File: src/rtl/unpad_pkg.sv
// Shared widths, FSM state type and parameter sanity helper for the unpadder.
// Latency: n/a (declarations only).
// Backpressure: n/a.
package unpad_pkg;
  localparam int PIX_W  = 8;
  localparam int SRC_AW = 15;
  localparam int DST_AW = 14;
  localparam int CSUM_W = 16;

  typedef enum logic [1:0] {IDLE, RUN, DRAIN, DONE} state_t;

  // True when the whole padded frame is addressable by the source bus.
  function automatic bit src_fits(input int n, input int pad);
    int w;
    w = n + 2 * pad;
    return (w * w) <= (1 << SRC_AW);
  endfunction
endpackage

File: src/rtl/unpadder_if.sv
// Bundle of the unpadder control, source-read and destination-write signals.
// Latency: n/a (wiring only). master = unpadder side, slave = BRAM/control side.
// Backpressure: none; BRAMs are assumed always ready. Optional checksum with UNPADDER_CHECKSUM_EN.
interface unpadder_if;
  import unpad_pkg::*;

  logic              go;
  logic              done;
  logic              ena_src;
  logic [SRC_AW-1:0] addr_src;
  logic [PIX_W-1:0]  dout_src;
  logic              ena_dst;
  logic              wea_dst;
  logic [DST_AW-1:0] addr_dst;
  logic [PIX_W-1:0]  din_dst;
`ifdef UNPADDER_CHECKSUM_EN
  logic [CSUM_W-1:0] checksum;
`endif

  modport master (
    input  go, dout_src,
    output done, ena_src, addr_src, ena_dst, wea_dst, addr_dst, din_dst
`ifdef UNPADDER_CHECKSUM_EN
    , output checksum
`endif
  );

  modport slave (
    output go, dout_src,
    input  done, ena_src, addr_src, ena_dst, wea_dst, addr_dst, din_dst
`ifdef UNPADDER_CHECKSUM_EN
    , input checksum
`endif
  );
endinterface

File: src/rtl/unpad_addr_gen.sv
// Walks the N x N interior of the padded frame: source address, destination index, last flag.
// Latency: outputs come straight from registers; one step per i_step cycle.
// Backpressure: holds while i_step is low; i_clr has priority and rewinds to pixel 0.
// Ports: clk, rst_n, i_clr, i_step -> o_src_addr, o_dst_idx, o_last.
module unpad_addr_gen
  import unpad_pkg::*;
#(
  parameter int N   = 16,
  parameter int PAD = 2
) (
  input  logic              clk,
  input  logic              rst_n,
  input  logic              i_clr,
  input  logic              i_step,
  output logic [SRC_AW-1:0] o_src_addr,
  output logic [DST_AW-1:0] o_dst_idx,
  output logic              o_last
);
  localparam int W     = N + 2 * PAD;
  localparam int COL_W = (N > 1) ? $clog2(N) : 1;
  localparam logic [SRC_AW-1:0] BASE0    = SRC_AW'(PAD * W + PAD);
  localparam logic [SRC_AW-1:0] ROW_STEP = SRC_AW'(W);
  localparam logic [COL_W-1:0]  COL_MAX  = COL_W'(N - 1);
  localparam logic [DST_AW-1:0] IDX_MAX  = DST_AW'(N * N - 1);

  logic [SRC_AW-1:0] r_base;
  logic [COL_W-1:0]  r_col;
  logic [DST_AW-1:0] r_idx;

  // Row base jumps a whole padded row on column wrap, so no multiply or divide is needed.
  always_ff @(posedge clk or negedge rst_n) begin
    if (!rst_n) begin
      r_base <= BASE0;
      r_col  <= '0;
      r_idx  <= '0;
    end else if (i_clr) begin
      r_base <= BASE0;
      r_col  <= '0;
      r_idx  <= '0;
    end else if (i_step) begin
      r_idx <= r_idx + DST_AW'(1);
      if (r_col == COL_MAX) begin
        r_col  <= '0;
        r_base <= r_base + ROW_STEP;
      end else begin
        r_col <= r_col + COL_W'(1);
      end
    end
  end

  assign o_src_addr = r_base + SRC_AW'(r_col);
  assign o_dst_idx  = r_idx;
  assign o_last     = (r_idx == IDX_MAX);
endmodule

File: src/rtl/unpadder.sv
// Crops the N x N interior of a PAD-bordered frame from a source BRAM into a destination BRAM.
// Latency: pixel k read in RUN cycle k, written RD_LAT cycles later; done one cycle after last write.
// Backpressure: none; go low in RUN/DRAIN aborts and flushes. Optional checksum with UNPADDER_CHECKSUM_EN.
// Ports: clk, rst_n (async, active-low), bus (unpadder_if.master).
module unpadder
  import unpad_pkg::*;
#(
  parameter int N      = 16,
  parameter int PAD    = 2,
  parameter int RD_LAT = 1
) (
  input  logic        clk,
  input  logic        rst_n,
  unpadder_if.master  bus
);
  if (!src_fits(N, PAD)) begin : g_bad_size
    $error("unpadder: (N+2*PAD)^2 exceeds the source address space");
  end
  if (N < 1 || N > 128) begin : g_bad_n
    $error("unpadder: N must be in 1..128");
  end
  if (RD_LAT < 1 || RD_LAT > 2) begin : g_bad_lat
    $error("unpadder: RD_LAT must be 1 or 2");
  end

  state_t            r_state;
  state_t            w_state_nxt;
  logic [1:0]        r_drain_cnt;
  logic              w_clr;
  logic              w_step;
  logic              w_flush;
  logic              w_issue;
  logic              w_start;
  logic              w_last;
  logic [SRC_AW-1:0] w_src_addr;
  logic [DST_AW-1:0] w_dst_idx;

  logic [RD_LAT-1:0] r_vld;
  logic [DST_AW-1:0] r_idx_pipe [RD_LAT];

  unpad_addr_gen #(.N(N), .PAD(PAD)) u_addr_gen (
    .clk       (clk),
    .rst_n     (rst_n),
    .i_clr     (w_clr),
    .i_step    (w_step),
    .o_src_addr(w_src_addr),
    .o_dst_idx (w_dst_idx),
    .o_last    (w_last)
  );

  always_ff @(posedge clk or negedge rst_n) begin
    if (!rst_n) begin
      r_state <= IDLE;
    end else begin
      r_state <= w_state_nxt;
    end
  end

  always_comb begin
    w_state_nxt = r_state;
    w_clr       = 1'b0;
    w_step      = 1'b0;
    w_flush     = 1'b0;
    case (r_state)
      IDLE: begin
        w_clr = 1'b1;
        if (bus.go) w_state_nxt = RUN;
      end
      RUN: begin
        if (!bus.go) begin
          w_state_nxt = IDLE;
          w_flush     = 1'b1;
        end else begin
          w_step = 1'b1;
          if (w_last) w_state_nxt = DRAIN;
        end
      end
      DRAIN: begin
        if (!bus.go) begin
          w_state_nxt = IDLE;
          w_flush     = 1'b1;
        end else if (r_drain_cnt == 2'(RD_LAT - 1)) begin
          w_state_nxt = DONE;
        end
      end
      DONE: begin
        // Only a low go re-arms; a held go keeps the result parked here.
        if (!bus.go) w_state_nxt = IDLE;
      end
      default: w_state_nxt = IDLE;
    endcase
  end

  // A read abandoned by a dropping go never enters the pipeline.
  assign w_issue = (r_state == RUN) && bus.go;
  assign w_start = (r_state == IDLE) && bus.go;

  always_ff @(posedge clk or negedge rst_n) begin
    if (!rst_n) begin
      r_drain_cnt <= '0;
    end else if (r_state == DRAIN) begin
      r_drain_cnt <= r_drain_cnt + 2'd1;
    end else begin
      r_drain_cnt <= '0;
    end
  end

  // Valid bit and destination index ride alongside the BRAM read latency.
  always_ff @(posedge clk or negedge rst_n) begin
    if (!rst_n) begin
      r_vld <= '0;
      for (int i = 0; i < RD_LAT; i++) r_idx_pipe[i] <= '0;
    end else if (w_flush) begin
      r_vld <= '0;
    end else begin
      r_vld[0]      <= w_issue;
      r_idx_pipe[0] <= w_dst_idx;
      for (int i = 1; i < RD_LAT; i++) begin
        r_vld[i]      <= r_vld[i-1];
        r_idx_pipe[i] <= r_idx_pipe[i-1];
      end
    end
  end

  assign bus.ena_src  = (r_state == RUN);
  assign bus.addr_src = (r_state == RUN) ? w_src_addr : '0;
  assign bus.wea_dst  = r_vld[RD_LAT-1];
  assign bus.ena_dst  = r_vld[RD_LAT-1];
  assign bus.addr_dst = r_idx_pipe[RD_LAT-1];
  assign bus.din_dst  = bus.dout_src;
  assign bus.done     = (r_state == DONE);

`ifdef UNPADDER_CHECKSUM_EN
  logic [CSUM_W-1:0] r_checksum;

  always_ff @(posedge clk or negedge rst_n) begin
    if (!rst_n) begin
      r_checksum <= '0;
    end else if (w_start) begin
      r_checksum <= '0;
    end else if (r_vld[RD_LAT-1]) begin
      r_checksum <= r_checksum + CSUM_W'(bus.dout_src);
    end
  end

  assign bus.checksum = r_checksum;
`endif
endmodule

File: src/flat_wrapper.sv
// flat-port wrapper written by rule: the top's interface ports become plain ports
module unpadder_flat import unpad_pkg::*;
#(
  parameter int N      = 16,
  parameter int PAD    = 2,
  parameter int RD_LAT = 1
)
  (clk, rst_n, bus_go, bus_dout_src, bus_done, bus_ena_src, bus_addr_src, bus_ena_dst, bus_wea_dst, bus_addr_dst, bus_din_dst);
  unpadder_if bus_i ();
  input  logic clk;
  input  logic rst_n;
  input wire logic [$bits(bus_i.go)-1:0] bus_go;
  input wire logic [$bits(bus_i.dout_src)-1:0] bus_dout_src;
  output wire logic [$bits(bus_i.done)-1:0] bus_done;
  output wire logic [$bits(bus_i.ena_src)-1:0] bus_ena_src;
  output wire logic [$bits(bus_i.addr_src)-1:0] bus_addr_src;
  output wire logic [$bits(bus_i.ena_dst)-1:0] bus_ena_dst;
  output wire logic [$bits(bus_i.wea_dst)-1:0] bus_wea_dst;
  output wire logic [$bits(bus_i.addr_dst)-1:0] bus_addr_dst;
  output wire logic [$bits(bus_i.din_dst)-1:0] bus_din_dst;
  assign bus_i.go = bus_go;
  assign bus_i.dout_src = bus_dout_src;
  assign bus_done = bus_i.done;
  assign bus_ena_src = bus_i.ena_src;
  assign bus_addr_src = bus_i.addr_src;
  assign bus_ena_dst = bus_i.ena_dst;
  assign bus_wea_dst = bus_i.wea_dst;
  assign bus_addr_dst = bus_i.addr_dst;
  assign bus_din_dst = bus_i.din_dst;
  unpadder #(.N(N), .PAD(PAD), .RD_LAT(RD_LAT)) u_core (.clk(clk), .rst_n(rst_n), .bus(bus_i));
endmodule
File: config.mk
export PLATFORM = sky130hd
export DESIGN_NAME = unpadder_flat
export DESIGN_NICKNAME = d
export VERILOG_FILES = /design/src/rtl/unpad_pkg.sv /design/src/rtl/unpadder_if.sv /design/src/rtl/unpad_addr_gen.sv /design/src/rtl/unpadder.sv /design/src/flat_wrapper.sv
export SDC_FILE = /design/constraint.sdc
export NUM_CORES = 1
export LEC_CHECK = 0
export BUFFER_PORTS_ARGS = -buffer_cell sky130_fd_sc_hd__buf_4
export CAP_MARGIN = 20
export CORE_ASPECT_RATIO = 0.9
export CORE_MARGIN = 8
export CORE_UTILIZATION = 47
export CTS_CLUSTER_SIZE = 12
export DETAILED_ROUTE_END_ITERATION = 8
export GPL_TIMING_DRIVEN = 0
export MAX_ROUTING_LAYER = met4
export PLACE_DENSITY_LB_ADDON = 0.2
export REMOVE_ABC_BUFFERS = 1
export SYNTH_ARGS = -nofsm -noshare
export SYNTH_HDL_FRONTEND = slang
export SYNTH_SLANG_ARGS = --single-unit
export TNS_END_PERCENT = 1
File: constraint.sdc
create_clock -name clk -period 1.9 [get_ports clk]
set_clock_uncertainty 0.2 [all_clocks]
set_input_delay 0.095 -clock clk [delete_from_list [all_inputs] [get_ports clk]]
set_output_delay 0.095 -clock clk [all_outputs]
set_load 0.03 [all_outputs]
## Word-level counts from Yosys, hierarchy flattened

Cells that the tools add are included.

| cells by class | value |
|---|---|
| add/sub/neg operators | 5 |
| equal/unequal tests | 9 |
| multiplexer cells | 23 |
| reductions and logical operators | 8 |

Operators by type and width:

| kind | number |
|---|---|
| 15-bit two-way mux | 4 |
| 14-bit two-way mux | 2 |
| 15-bit by 4-bit adder with 15-bit output | 1 |
| 15-bit by 5-bit adder with 15-bit output (second input constant) | 1 |
| 14-bit by 1-bit adder with 14-bit output (second input constant) | 1 |
| 14-bit by 8-bit equality test with 1-bit output (second input constant) | 1 |
| 2-bit two-way mux | 7 |
| 4-bit two-way mux | 3 |
| 2-bit case mux with 4 select lines | 1 |
| 1-bit two-way mux | 6 |
| 3-bit by 2-bit inequality test with 1-bit output (second input constant) | 2 |
| 4-bit by 1-bit adder with 4-bit output (second input constant) | 1 |
| 2-bit equality test (second input constant) | 2 |
| 4-bit equality test (second input constant) | 1 |
| 2-bit zero test | 2 |
| 2-bit inequality test (second input constant) | 2 |
| 4-bit AND reduction | 1 |
| 2-bit nonzero test | 2 |
| 2-bit by 1-bit adder with 2-bit output (second input constant) | 1 |
| 2-bit by 1-bit equality test with 1-bit output (second input constant) | 1 |
| 2-bit AND reduction | 1 |
| 2-bit OR reduction | 1 |
| 1-bit logical AND | 1 |

| storage, ports and cells | value |
|---|---|
| register bits | 52 |
| input port bits | 11 |
| word-level logic and storage cells | 52 |

## Depth between registers and ports, before layout

Gate-level depths: netlist of the first run.

| logic depth | value |
|---|---|
| depth after elaboration | 4 |
| gate-level depth with buffers | 9 |

## Cells and area by module

From an unflattened synthesis of the first run, not the netlist that was laid out.

| second synthesis, totals | value |
|---|---|
| cell total of the unflattened synthesis | 295 |
| area total of the unflattened synthesis | 3,002.9 um^2 |

Modules (own cells, without submodules):

| module | instances | cells each | area each (um^2) | sequential area each (um^2) |
|---|---|---|---|---|
| unpad_addr_gen | 1 | 211 | 1,986.9 | 804.5 |
| unpadder | 1 | 84 | 1,016.0 | 475.5 |

## Least setup slack after synthesis of the first run

Ideal clock, no wire load.

| path | value |
|---|---|
| path type | register to output |
| start | register u_core.u_addr_gen.r_col[2] |
| end | output bus_addr_src[12] |
| arrival | 2,039 ps |
| data required time | 1,605 ps |
| slack | -434 ps |
| stages on the path, launching flop included | 6 |
| path buffers | 0 |
| cell sequence | dfrtp_1 > ha_1 > a211oi_1 > or2_2 > or3_1 > a21oi_1 |

| between the ends | value |
|---|---|
| longest elaborated chain between the ends | 2 |

RTL lines:

| element | RTL line | source |
|---|---|---|
| start, declared | unpad_addr_gen.sv:27 | `logic [COL_W-1:0] r_col;` |
| start signal, assigned | unpad_addr_gen.sv:46 | `r_col <= r_col + COL_W'(1);` |
| 15-bit by 4-bit adder with 15-bit output | unpad_addr_gen.sv:51 | `assign o_src_addr = r_base + SRC_AW'(r_col);` |
| 15-bit two-way mux | unpadder.sv:126 | `assign bus.addr_src = (r_state == RUN) ? w_src_addr : '0;` |
| end, declared | flat_wrapper.sv:16 | `output wire logic [$bits(bus_i.addr_src)-1:0] bus_addr_src;` |

No other way between the ends.

## Worst setup path after layout of the first run

| path | value |
|---|---|
| start | register u_core.u_addr_gen.r_base[3] |
| end | output bus_addr_src[12] |

| between the ends | value |
|---|---|
| longest elaborated chain between the ends | 2 |

RTL lines:

| element | RTL line | source |
|---|---|---|
| start, declared | unpad_addr_gen.sv:26 | `logic [SRC_AW-1:0] r_base;` |
| start signal, assigned | unpad_addr_gen.sv:44 | `r_base <= r_base + ROW_STEP;` |
| 15-bit by 4-bit adder with 15-bit output | unpad_addr_gen.sv:51 |  |
| 15-bit two-way mux | unpadder.sv:126 |  |

No other way between the ends.

==> results.yml, run 1 <==
sta:
  hold_viol: 0
  fmax_mhz: 427
  period_needed_ns: 2.34
  slew_viol_final: 0
  worstMarginPinSlew_ns: 0.642
  relSlewSlack: 0.572
  fin_hold_ws_ns: 0.159
  rsz0062_at_grt: "true"
  period_share: 1.23
  timing.final.ws_setup_ns: -0.443
  finalSetupViolCount: 30
logic_synthesis:
  async_flop_share: 1.00
  ys.flop_type: "dfrtp_1"
  synth_seq_cells: 51
  synth.avg_cell_area_um2: 9.73
  seq_area_frac_synth: 0.444
  yosysTopAreaCell: "dfrtp_1"
  yosys_warnings: 0
  yosys.area.top_type_share: 0.417
  synth-edff-count: 0
  synthesis.instances: 296
  synthTopCellsByArea: "dfrtp_1 (42%), mux2_2 (6.6%), xnor2_1 (6.1%)"
  netlist_area_mm2: 0.00288
  ys_types: 43
global_routing:
  antenna_found_initial: 0
  track_usage: 0.150
  grt_pass1_wl_um: 10800
  grt_max_degree: 52
  grt_pass1_vias: 2239
  overflow: 0
place:
  dp_hpwl_um: 4120
  gp_congestion: 0.808
  dp.cells: 385
  portBuffers: 35
critical_path:
  endpoint_kind: "primary output"
  worstReg2RegStart: "u_core.r_state[1]"
  worstPathRequired_ns: 1.60
  crit_type: "reg -> out"
  critical_path.max_fanout: 4
  critPathArrivalTime_ns: 2.05
  rr_endpoint: "u_core.u_addr_gen.o_dst_idx[13]"
  r2r_setup_slack_ns: -0.32
  rr_worst_depth: 6
  crit_path_start_kind: "flip-flop"
clock_network:
  cts.sinks: 51
  path_clk_slew_ns: 0.10
  cts_tree: "done"
  clock_path_buffers: 2
  clock_latency_ns: 0.30
  numCtsBuffers: 5
  ctsRootBufferMaster: "clkbuf_8"
  htreeDepth: 2
floorplan:
  std_cell_rows: 27
  dieWidth_um: 98.5
  design.portCount: 52
  die_h_um: 90.3
  core_mm2: 0.00601
  die-area_mm2: 0.00890
  start_util: 0.479
power:
  powerDensity_mw_per_mm2: 897
  vdd_drop_max_mv: 0.511
  p_leak_uw: 0.00154
final_layout:
  final_common_cell: "dfrtp_1"
  multiInputGateArea_mm2: 0.00167
  fill_cells: 507
  antenna_cells: 0
  final_net_count: 362
  layout.area.seq_mm2: 0.00128
  drive_above_1_share: 0.324
  most-common-layout-cells: "dfrtp_1 (45), buf_4 (41), nor2_1 (40), nand2_1 (20), xnor2_1 (20)"
  syn2layout_area_growth_pct: 26.6
  layout.cells.non_filler: 412
routing:
  avgViaCountPerCell: 5.33
  final_antenna_net_count: 0
  drt-pass1-iter-count: 4
  drtIter0Drc: 104
  wl_per_cell_um: 15.5
  vias: 2195
  routed_wl_um: 6380
  drc: 0
status:
  run_status: "finished with violations"
  violations: "negative setup slack"
min_path:
  hp-class: "in -> async"
run:
  maxCapViolations: 0
==> sequential cells by signal, indices dropped and copies added, names as in the netlist <==
register	cells
u_core.u_addr_gen.o_dst_idx	14
u_core.r_state	2
u_core.bus.addr_dst	14
u_core.u_addr_gen.r_col	4
u_core.u_addr_gen.r_base	14
u_core.bus.ena_dst	1
u_core.r_drain_cnt	2
==> routing by layer <==
| metal | part of all wire | GRT usage |
|---|---|---|
| met5 | 0 | - |
| met4 | 0.0061 | 0.0358 |
| met3 | 0.035 | 0.0354 |
| met2 | 0.49 | 0.245 |
| met1 | 0.46 | 0.183 |
==> power breakdown <==
group	total [µW]	internal [µW]	switching (µW)
Combinational	1430	556	878
Clock	621	257	364
Sequential	1220	1150	68.9
Total	3270	1960	1310
==> through the flow <==
step | util | setup TNS, ns | worst slack (ns) | total power, µW | cell area, µm²
after floorplan | - | -15.10 | -0.632 | 1980 | 2760
after global placement | 0.518 | -31.65 | -1.22 | 2310 | 3120
after detailed placement | 0.525 | -21.15 | -0.793 | 2430 | 3160
after CTS | 0.594 | -6.01 | -0.445 | 3250 | 3570
after global routing | 0.607 | -10.18 | -0.562 | 3470 | 3650
final | 0.607 | -5.67 | -0.443 | 3270 | 3650
==> cell families (layout without fill, tap and decap cells) <==
group | Yosys count | in the layout | share of synthesized area
xor gates and xnor gates | 29 | 29 | 0.0881
DFF | 51 | 51 | 0.444
and+or+nand+nor | 125 | 125 | 0.222
AOI/OAI and AO/OA | 34 | 34 | 0.0712
muxes | 19 | 19 | 0.0734
adders and majority gates | 12 | 12 | 0.0521
buffers and inverters | 26 | 70 | 0.0486
==> critical path, cell delays in order, from the launching register on <==
cell and delay (ns):
dfstp_2 0.57, ha_4 0.16, o211ai_1 0.14, or2_4 0.27, or3_1 0.32, a21oi_2 0.14, buf_6 0.14
==> Yosys cell counts, drive strengths merged, types with 6 or more instances <==
cell	count
nand3	7
clkbuf	6
mux2	17
ha	12
a21oi	14
nor2b	6
xnor2	20
buf	14
o21ai	8
nand2	21
nand4	10
nand2b	6
xor2	9
inv	6
nor4	9
nor2	41
dfrtp	48
nor3	8
==> worst max-delay path by stage <==
stage                                            from                      endpoint  slack, ns  cells past startpoint
final                     u_core.u_addr_gen.r_base[3]              bus_addr_src[12]      -0.44                      6
after global routing      u_core.u_addr_gen.r_base[3]               bus_addr_src[8]      -0.56                      8
after CTS                 u_core.u_addr_gen.r_base[3]              bus_addr_src[12]      -0.45                      6
after detailed placement            u_core.r_state[1]    u_core.u_addr_gen.r_col[3]      -0.79                      7
after global placement              u_core.r_state[0]  u_core.u_addr_gen.r_base[14]      -1.22                      6
after floorplan                     u_core.r_state[0]  u_core.u_addr_gen.r_base[14]      -0.63                      6
==> cell type report <==
class	count	area share
repair buffers	56	0.133
inverters	6	0.00789
clock buffers	5	0.0189
clock inverters	3	0.00549
multi-input cells	219	0.458
flip-flops and latches	51	0.352
well taps	72	0.0247
==> timing repair <==
action                                 in CTS  in global routing
setup buffers                               9                  0
setup endpoints to repair                  63                 49
hold buffers                               10                  0
gates resized for setup                    34                 18
endpoints found under the hold margin      57                  0
pin swaps                                  10                  2
(Power assumes the default switching activity.)
==> run 2, diff against run 1 <==
--- a/config.mk
+++ b/config.mk
@@ -5,11 +5,12 @@
 export SDC_FILE = /design/constraint.sdc
 export NUM_CORES = 1
 export LEC_CHECK = 0
+export ABC_AREA = 1
 export BUFFER_PORTS_ARGS = -buffer_cell sky130_fd_sc_hd__buf_4
 export CAP_MARGIN = 20
 export CORE_ASPECT_RATIO = 0.9
 export CORE_MARGIN = 8
-export CORE_UTILIZATION = 47
+export CORE_UTILIZATION = 51
 export CTS_CLUSTER_SIZE = 12
 export DETAILED_ROUTE_END_ITERATION = 8
 export GPL_TIMING_DRIVEN = 0
==> results.yml, run 2 <==
status:
  run_status: "finished with violations"
  violations: "negative setup slack"
global_routing:
  grt_pass1_wl_um: 12500
  overflow: 0
  grt_pass1_vias: 2652
  grt_max_degree: 52
  track_usage: 0.178
  antenna_found_initial: 0
critical_path:
  rr_worst_depth: 9
  rr_endpoint: "u_core.u_addr_gen.o_dst_idx[12]"
  worstReg2RegStart: "u_core.r_state[1]"
  endpoint_kind: "primary output"
  critical_path.max_fanout: 6
  crit_path_start_kind: "flip-flop"
  crit_start: "u_core.u_addr_gen.r_base[3]"
  critPathCapture: "bus_addr_src[14]"
  critPathArrivalTime_ns: 1.86
  worstPathRequired_ns: 1.60
  crit_type: "reg -> out"
  r2r_setup_slack_ns: -0.03
sta:
  fmax_mhz: 464
  rsz0062_at_grt: "true"
  timing.final.ws_setup_ns: -0.257
  period_needed_ns: 2.16
  slew_viol_final: 0
  relSlewSlack: 0.569
  finalSetupViolCount: 14
  period_share: 1.14
  hold_viol: 0
  fin_hold_ws_ns: 0.0427
  worstMarginPinSlew_ns: 0.646
clock_network:
  clock_path_buffers: 2
  cts_tree: "done"
  clock_latency_ns: 0.30
  path_clk_slew_ns: 0.09
  ctsRootBufferMaster: "clkbuf_8"
  htreeDepth: 2
  cts.sinks: 51
  numCtsBuffers: 5
routing:
  routed.top_layer: "met4"
  avgViaCountPerCell: 5.19
  drtIter0Drc: 167
  met1Wirelength_um: 3410
  wl_met2_um: 3410
  final_antenna_net_count: 0
  wl_met3_um: 300
  drt-pass1-iter-count: 4
  routed_wl_um: 7160
  wl_per_cell_um: 13.7
  drc: 0
  vias: 2704
logic_synthesis:
  synth_compound_area_frac: 0.103
  yosys.area.top_type_share: 0.399
  synthMuxAreaShare: 0.0112
  netlist_area_mm2: 0.00301
  synth-edff-count: 0
  ys.flop_type: "dfrtp_1"
  synthTopCellsByArea: "dfrtp_1 (40%), nand2_1 (12%), nor2_1 (9.7%)"
  seq_area_frac_synth: 0.425
  synth_top_family_by_area: "simple AND/OR/NAND/NOR gates"
  async_flop_share: 1.00
  ys_top_cells_by_count: "nand2_1 (94), nor2_1 (78), dfrtp_1 (48)"
  synth.avg_cell_area_um2: 7.25
  synthesis.instances: 415
  ys_types: 30
  synth_xor_area_frac: 0.00582
  yosysTopAreaCell: "dfrtp_1"
  synth_seq_cells: 51
  synth_fa_ha_area_frac: 0.0499
  synth-simple-area-share: 0.302
  yosysMostFrequentCell: "nand2_1"
  yosys_warnings: 0
final_layout:
  final_util: 0.645
  stdcell_area_mm2: 0.00367
  syn2layout_area_growth_pct: 21.9
  antenna_cells: 0
  drive_above_1_share: 0.200
  final_net_count: 473
  most-common-layout-cells: "nand2_1 (85), nor2_1 (74), dfrtp_1 (45), inv_1 (44), buf_4 (38)"
  final_common_cell: "nand2_1"
floorplan:
  design.portCount: 52
  die-area_mm2: 0.00862
  std_cell_rows: 26
  core_mm2: 0.00569
  die_h_um: 88.9
  dieWidth_um: 97.0
  start_util: 0.529
power:
  p_leak_uw: 0.00175
  powerDensity_mw_per_mm2: 1290
  power_uw: 4740
  vdd_drop_max_mv: 1.43
place:
  place_area_mm2: 0.00323
  dp_hpwl_um: 4780
  portBuffers: 35
  gp_congestion: 0.859
  pre_cts_ws_ns: -0.691
min_path:
  hp-class: "in -> reg"
run:
  maxCapViolations: 0
run 2: cell families (layout without fill, tap and decap cells):
group                      count (synthesis)  in the layout
and+or+nand+nor                          220            220
xor gates and xnor gates                   2              2
DFF                                       51             51
muxes                                      3              3
AOI/OAI and AO/OA                         60             60
buffers and inverters                     67            103
adders and majority gates                 12             12
run 2: report_power, final:
| group | total [µW] | internal [µW] | switching [µW] |
|---|---|---|---|
| logic | 2340 | 776 | 1560 |
| clock network | 883 | 527 | 356 |
| registers | 1520 | 1310 | 205 |
run 2: worst min-delay path by stage:
stage | depth (start not counted) | from | to | slack [ns]
global route | 5 | bus_go | u_core.r_state[0] | 0.06
detailed placement | 1 | rst_n | u_core.bus.addr_dst[0] | -0.03
global placement | 1 | rst_n | u_core.bus.addr_dst[0] | -0.03
CTS | 6 | bus_go | u_core.r_state[0] | 0.02
floorplan | 0 | rst_n | u_core.bus.addr_dst[0] | -0.40
finish | 6 | bus_go | u_core.r_state[0] | 0.04
run 2: what timing repair did:
item / CTS / global route
endpoints found under the hold margin: 56 / 0
pin swaps: 7 / 5
setup endpoints to repair: 53 / 47
gates resized for setup: 31 / 17
setup buffers: 3 / 1
hold buffers: 9 / 0
run 2: per-stage QoR:
step,std cells,setup TNS (ns)
2_1_floorplan,395,-5.95
3_3_place_gp,500,-15.32
3_5_place_dp,500,-17.06
4_1_cts,520,-4.49
5_1_grt,521,-5.72
6_report,521,-2.59
run 2: critical path: stages (launching register included):
cell and delay (ns):
dfstp_2 0.58, ha_4 0.24, a21oi_4 0.19, buf_6 0.12, a21oi_4 0.07, nand3_1 0.07, nand2_1 0.05, nor2_1 0.08
buf_4 0.16
run 2: per-layer routing:
layer | up-vias | GRT usage
li1 | 1383 | -
met1 | 1264 | 0.219
met2 | 53 | 0.297
met3 | 4 | 0.0359
met4 | 0 | 0.0391
met5 | - | -
run 2: area by class of cell:
cell class	count	area, µm²
Timing Repair Buffer	48	387
Clock inverter	2	60.1
Sequential cell	51	1280
Fill cell	518	2020
Inverter	47	188
Clock buffer	6	72.6
Tap cell	70	87.6
Multi-Input combinational cell	297	1590
